==> config.mk <==
export PLATFORM = sky130hd
export DESIGN_NAME = arb_mux_n_1
export DESIGN_NICKNAME = d
export VERILOG_FILES = /design/src/rtl/arb_mux_n_1.sv
export SDC_FILE = /design/constraint.sdc
export NUM_CORES = 1
export LEC_CHECK = 0
export ABC_AREA = 1
export CORE_MARGIN = 3
export CORE_UTILIZATION = 40
export CTS_CLUSTER_SIZE = 40
export DETAILED_ROUTE_END_ITERATION = 10
export PLACE_DENSITY_LB_ADDON = 0.2
export RECOVER_POWER = 50
export SETUP_SLACK_MARGIN = 0.02
export SYNTH_ARGS = -nofsm -noshare
export SYNTH_HDL_FRONTEND = slang
export SYNTH_SLANG_ARGS = --single-unit
==> constraint.sdc <==
create_clock -name clk -period 3.8 [get_ports clk]
set_input_delay 0.57 -clock clk [delete_from_list [all_inputs] [get_ports clk]]
set_output_delay 0.57 -clock clk [all_outputs]
set_load 0.005 [all_outputs]
==> src/rtl/arb_mux_n_1.sv <==
`default_nettype none
// ============================================================================
// Module   : arb_mux_n_1
// Purpose  : N-to-1 arbitrating multiplexer with a registered output stage.
//            One channel is granted per cycle, either round-robin (MODE 0)
//            or fixed priority, lowest index first (MODE 1).
//            The selected word and its channel index are registered with
//            a one-cycle latency. Full throughput is sustained because the
//            output register can reload in the same cycle it is drained.
// Ports    : clk        - rising-edge clock
//            rst_n      - asynchronous active-low reset
//            in_valid   - [N] per-channel request
//            in_data    - [N*WIDTH] packed channel data, channel i at i*WIDTH
//            in_ready   - [N] per-channel accept (one-hot or zero)
//            out_valid  - output register holds a word
//            out_data   - [WIDTH] registered selected word
//            out_sel    - [SW] registered index of the supplying channel
//            out_ready  - downstream accept
// Revision : 1.0 - initial release
// ============================================================================
module arb_mux_n_1 #(
  parameter int WIDTH = 32,
  parameter int N     = 4,
  parameter int MODE  = 0,
  localparam int SW   = (N > 2) ? $clog2(N) : 1
) (
  input  logic                 clk,
  input  logic                 rst_n,
  input  logic [N-1:0]         in_valid,
  input  logic [N*WIDTH-1:0]   in_data,
  output logic [N-1:0]         in_ready,
  output logic                 out_valid,
  output logic [WIDTH-1:0]     out_data,
  output logic [SW-1:0]        out_sel,
  input  logic                 out_ready
);

  logic             r_out_valid;
  logic [WIDTH-1:0] r_out_data;
  logic [SW-1:0]    r_out_sel;
  logic [SW-1:0]    r_ptr;

  logic             w_load_en;
  logic             w_any;
  logic [N-1:0]     w_grant;
  logic [SW-1:0]    w_gidx;
  logic [SW-1:0]    w_ptr_nxt;
  logic [WIDTH-1:0] w_sel_data;

  // The output register may accept a new word when empty or being drained.
  assign w_load_en = !r_out_valid || out_ready;

  // Search N positions starting at the pointer (or at 0 in fixed priority);
  // the first requesting channel wins. The index wraps explicitly so that
  // non-power-of-two N never produces an out-of-range channel.
  always_comb begin : p_grant
    int k;
    w_grant = '0;
    w_gidx  = '0;
    w_any   = 1'b0;
    k       = 0;
    for (int j = 0; j < N; j++) begin
      k = (MODE == 1) ? j : (int'(r_ptr) + j);
      if (k >= N) begin
        k = k - N;
      end
      if (!w_any && in_valid[k[SW-1:0]]) begin
        w_any               = 1'b1;
        w_grant[k[SW-1:0]]  = 1'b1;
        w_gidx              = k[SW-1:0];
      end
    end
  end

  // One-hot AND-OR data mux keeps in_ready independent of in_data.
  always_comb begin
    w_sel_data = '0;
    for (int i = 0; i < N; i++) begin
      w_sel_data = w_sel_data | (in_data[i*WIDTH +: WIDTH] & {WIDTH{w_grant[i]}});
    end
  end

  always_comb begin
    if (int'(w_gidx) == N - 1) begin
      w_ptr_nxt = '0;
    end else begin
      w_ptr_nxt = w_gidx + SW'(1);
    end
  end

  assign in_ready = w_grant & {N{w_load_en}};

  always_ff @(posedge clk or negedge rst_n) begin
    if (!rst_n) begin
      r_out_valid <= 1'b0;
      r_out_data  <= '0;
      r_out_sel   <= '0;
      r_ptr       <= '0;
    end else if (w_load_en) begin
      if (w_any) begin
        r_out_valid <= 1'b1;
        r_out_data  <= w_sel_data;
        r_out_sel   <= w_gidx;
        if (MODE == 0) begin
          r_ptr <= w_ptr_nxt;
        end
      end else begin
        // Drained with nothing to load: data and index keep their last value.
        r_out_valid <= 1'b0;
      end
    end
  end

  assign out_valid = r_out_valid;
  assign out_data  = r_out_data;
  assign out_sel   = r_out_sel;

endmodule
`default_nettype wire

After elaboration in Yosys (flattened, before gate mapping)
Index checks and enable logic that the tools add are counted.
{ "classes": {"n_addsub": 8, "muxes": 34, "n_bitwise": 11, "order_cmp": 12, "reduce_logical": 13, "n_eq_ne": 1} }
{ "ops": {"columns": ["op", "n"], "rows": [
  ["bitwise AND 32 bit", 4],
  ["bitwise OR 32 bit", 3],
  ["two-way mux 2 bit", 9],
  ["two-way mux 4 bit", 4],
  ["two-way mux 1 bit", 13],
  ["less-than comparator 2 x 3 -> 1 bit, second input constant", 4],
  ["bitwise OR 4 bit", 3],
  ["greater-or-equal comparator 3 bit, second input constant", 3],
  ["binary-select mux 1 bit (select 2 bit)", 4],
  ["demux 1 bit (select 2 bit)", 4],
  ["greater-or-equal comparator 2 x 1 -> 1 bit, second input constant", 4],
  ["subtractor 2 x 1 -> 2 bit, second input constant", 4],
  ["logical AND 1 bit", 7],
  ["adder 2 x 2 -> 3 bit, second input constant", 2],
  ["bitwise AND 4 bit", 1],
  ["zero test 1 bit", 4],
  ["adder 2 x 1 -> 3 bit, second input constant", 1],
  ["greater-or-equal comparator 2 x 3 -> 1 bit, second input constant", 1],
  ["adder 2 x 1 -> 2 bit, second input constant", 1],
  ["equality test 2 x 1 -> 1 bit, second input constant", 1],
  ["AND reduction 2 bit", 1],
  ["logical OR 1 bit", 1]
]} }
{ "totals": {"input_bits": 135, "ff_bits": 37, "wordCells": 83, "out_inout_bits": 39} }

Logic depth before layout (Yosys ltp)
{ "depth": {"word_depth": 18, "ltp_mapped": 14, "depth_no_buf": 13} }

Least setup slack after synthesis
No wires, ideal clock.
{ "synth_path": {"path_type": "register -> output", "start": "reg (tool-made name)", "end": "out in_ready[1]", "stages_incl_launch_ff": 12, "n_path_buf": 1, "slack_ns": 1.296, "arrival_time_ns": 1.934, "cell_sequence": "dfrtp_1 -> inv_2 -> ha_1 -> inv_1 -> nand3_1 -> nand2_1 -> nor2_1 -> a21oi_1 -> nand3_2 -> buf_4 -> nand2_1 -> inv_1"} }
{ "synth_rtl": {"columns": ["element", "line_no", "rtl"], "rows": [
  ["to (decl)", "31", "output logic [N-1:0] in_ready,"]
]} }

==> results.json <==
{
  "clk_latency_ns": 0.29,
  "crit_type": "reg -> out",
  "fin_nets": 752,
  "dieArea_um2": 7886,
  "syn_nets": 586,
  "routedWlPerCell_um": 13.96,
  "core.rowCount": 29,
  "synth-compound-area-share_pct": 3.057,
  "start_util_pct": 42.23,
  "drt_wl_total_um": 9615,
  "postRouteAntennaNets": 0,
  "power_density_nw_per_um2": 900.1,
  "dp_cells": 681,
  "arrival_ns": 2.90,
  "gr-usage-met1_pct": 27.20,
  "busiest_layer": "met2",
  "clock-sinks": 37,
  "setup_viol": 0,
  "gp_congestion": 0.8826,
  "hold_start": "out_sel[0]",
  "coreArea_um2": 6495,
  "num_io_pins": 174,
  "crit_required_ns": 3.23,
  "max_stage_delay_ns": 0.54,
  "ctsLongestPathBuffers": 2,
  "fin_util_pct": 70.80,
  "syn_inst": 445,
  "maxCapViolations": 1,
  "globalRouteOverflowTotal": 0,
  "dpl-instance-area_um2": 4466,
  "crit_fanout": 10,
  "worst_slew_pin_slew_ns": 2.066,
  "cts_max_level": 2,
  "synth_cell_types": 19,
  "hpwl_um": 7392,
  "slowest_stage": "dfrtp_1",
  "ys_warn_count": 0,
  "whs_endpoint": "out_sel[0]",
  "grt_start_max_net_pins": 38,
  "drtPass1Iterations": 4,
  "drt_iter0_markers": 170,
  "synth_fa_ha_area_share_pct": 2.737,
  "tns_ns": 0,
  "leakage_uw": 0.002157,
  "finalCritPeriodShare_pct": 91.27,
  "reg2reg_to": "out_data[8]",
  "finalHoldViolations": 0,
  "synth_top_family_by_area": "simple AND/OR/NAND/NOR gates",
  "r2r_slack_ns": 0.96,
  "die_w_um": 88.81,
  "fmax_mhz": 288.3,
  "numPortBuffers": 173,
  "slew_headroom_pct": -37.71,
  "multi_input_area_um2": 1619,
  "cts_setup_buffers": 0,
  "antenna_found_initial": 0,
  "finalInstanceArea_um2": 4598,
  "violations": "capacitance limit, slew limit",
  "grt_pass1_vias": 3083,
  "drive_above_1_share_pct": 5.065,
  "dr_total_vias": 3395,
  "crit_path_start_kind": "flop",
  "fin_skew_ns": 0.008878,
  "ys_ff_latch": 37,
  "reg2reg_depth": 13,
  "fillers": 593,
  "cts_tree": "done",
  "ir_drop_mv": 0.7684,
  "drcViolationCount": 0,
  "path_clk_slew_ns": 0.08,
  "period_needed_ns": 3.468,
  "regArea_um2": 925.9,
  "die_h_um": 88.81,
  "grt.met3_usage_pct": 5.307,
  "muxShareOfSynthArea_pct": 0,
  "cts-root-buf": "clkbuf_8",
  "yosys.area_share.simple_pct": 53.24,
  "rsz0062_at_grt": "no",
  "crit_chain": "inv_2, ha_1, inv_1, nand3_1, nand2_1, nor2_1, a21oi_1, nand3_2, nand2_1, inv_1, clkdlybuf4s50_1",
  "hold_depth": 2,
  "synthesis.area_um2": 2743,
  "viasPerCell": 4.927,
  "fin_cells": 689,
  "final_max_slew_viol_count": 38,
  "status": "complete, but fails checks",
  "area_growth_pct": 67.66,
  "post_cts_resize_count": 0,
  "grtUsageMet2_pct": 44.80,
  "cts_hold_buf": 0,
  "cts_buffers": 5,
  "end_kind": "primary output",
  "yosysSeqAreaShare_pct": 33.76,
  "track_usage_pct": 23.62,
  "hp-class": "reg -> reg",
  "synthXorXnorAreaFrac_pct": 0,
  "antenna_cells": 0,
  "synth_area_per_cell_um2": 6.163,
  "grt_pass1_wl_um": 14720
}
## how the worst max path moves through the flow
stage / startpoint / endpoint / slack, ns / depth (start not counted)
after floorplan: flop / in_ready[1] / 1.30 / 11
after global placement: in_valid[3] / in_ready[0] / 0.78 / 11
after detailed placement: in_valid[3] / in_ready[3] / 0.64 / 11
after CTS: flop / in_ready[3] / 0.39 / 11
after global routing: flop / in_ready[3] / 0.15 / 11
final: flop / in_ready[3] / 0.33 / 11
## critical path, delay by kind of cell, from the launching register on
| kind | cells | cell delay, ns |
|---|---|---|
| buffers and inverters | 4 | 0.83 |
| flip-flops | 1 | 0.54 |
| adder cells (fa/ha/maj) | 1 | 0.42 |
| AND/OR/NAND/NOR | 5 | 0.65 |
| AO/OA/AOI/OAI | 1 | 0.16 |
## synth_stat cells
cell type	n	share of area (%)
nor2_4	1	0.41
nand3_2	6	2.2
clkbuf_1	1	0.14
buf_4	11	3.0
inv_2	2	0.27
a31o_2	1	0.32
a21boi_0	4	1.1
inv_1	12	1.6
o21ai_0	4	0.73
buf_6	3	1.2
nand2_1	191	26
nand2_2	7	1.6
nor2_1	101	14
a21oi_1	5	0.91
nand3_1	41	7.5
buf_2	5	0.91
nand4_1	7	1.6
ha_1	6	2.7
dfrtp_1	37	34
## flip-flops by register name, summed over array words and instances (netlist names), named ones only
name and flops:
out_valid 1, out_data 32, r_ptr 1, out_sel 2
## kinds of logic after synthesis
kind of cell               Yosys count
and+or+nand+nor                    354
adders and majority gates            6
AOI/OAI and AO/OA                   14
DFF                                 37
buffers and inverters               34
## report_power, final
group | leakage [uW] | internal (uW) | switching (uW)
clock | 0.0000681 | 261 | 143
combinational | 0.00166 | 1210 | 1790
sequential | 0.000430 | 626 | 114
total | 0.00216 | 2090 | 2050
## per-layer routing
| layer | routed length [um] | up-vias |
|---|---|---|
| met1 | 3759 | 1526 |
| met2 | 4844 | 139 |
| met5 | 0 | - |
| li1 | - | 1718 |
| met3 | 900 | 12 |
| met4 | 111 | 0 |
## cells in the final DEF, fill, tap and decap left out, types with 2 or more instances in the layout
| cell type | n |
|---|---|
| nand3_1 | 41 |
| dlygate4sd3_1 | 19 |
| clkdlybuf4s50_1 | 153 |
| dfrtp_1 | 37 |
| buf_4 | 6 |
| nand4_1 | 7 |
| nand3_2 | 6 |
| clkbuf_8 | 5 |
| nor2_1 | 101 |
| a21boi_0 | 4 |
| o21ai_0 | 4 |
| nand2_2 | 7 |
| inv_1 | 12 |
| bufinv_16 | 2 |
| a21oi_1 | 5 |
| inv_2 | 2 |
| ha_1 | 6 |
| nand2_1 | 191 |
## per-stage QoR
stage	total power, uW	hold slack [ns]	setup slack, ns
2_1_floorplan	2790	0.2744	1.296
3_3_place_gp	3695	0.4677	0.7840
3_5_place_dp	3785	0.4731	0.6386
4_1_cts	4196	0.4248	0.3895
5_1_grt	4578	0.5235	0.1511
6_report	4139	0.4915	0.3319
## area by class of cell
cell class	count	area share, %
clock buffer	5	1.497
sequential	37	20.14
timing repair buffer	179	38.50
inverter	14	1.143
tap	77	2.095
multi-input combinational	374	35.21
clock inverter	3	1.415
No activity file was read; power rests on OpenSTA's default activity.
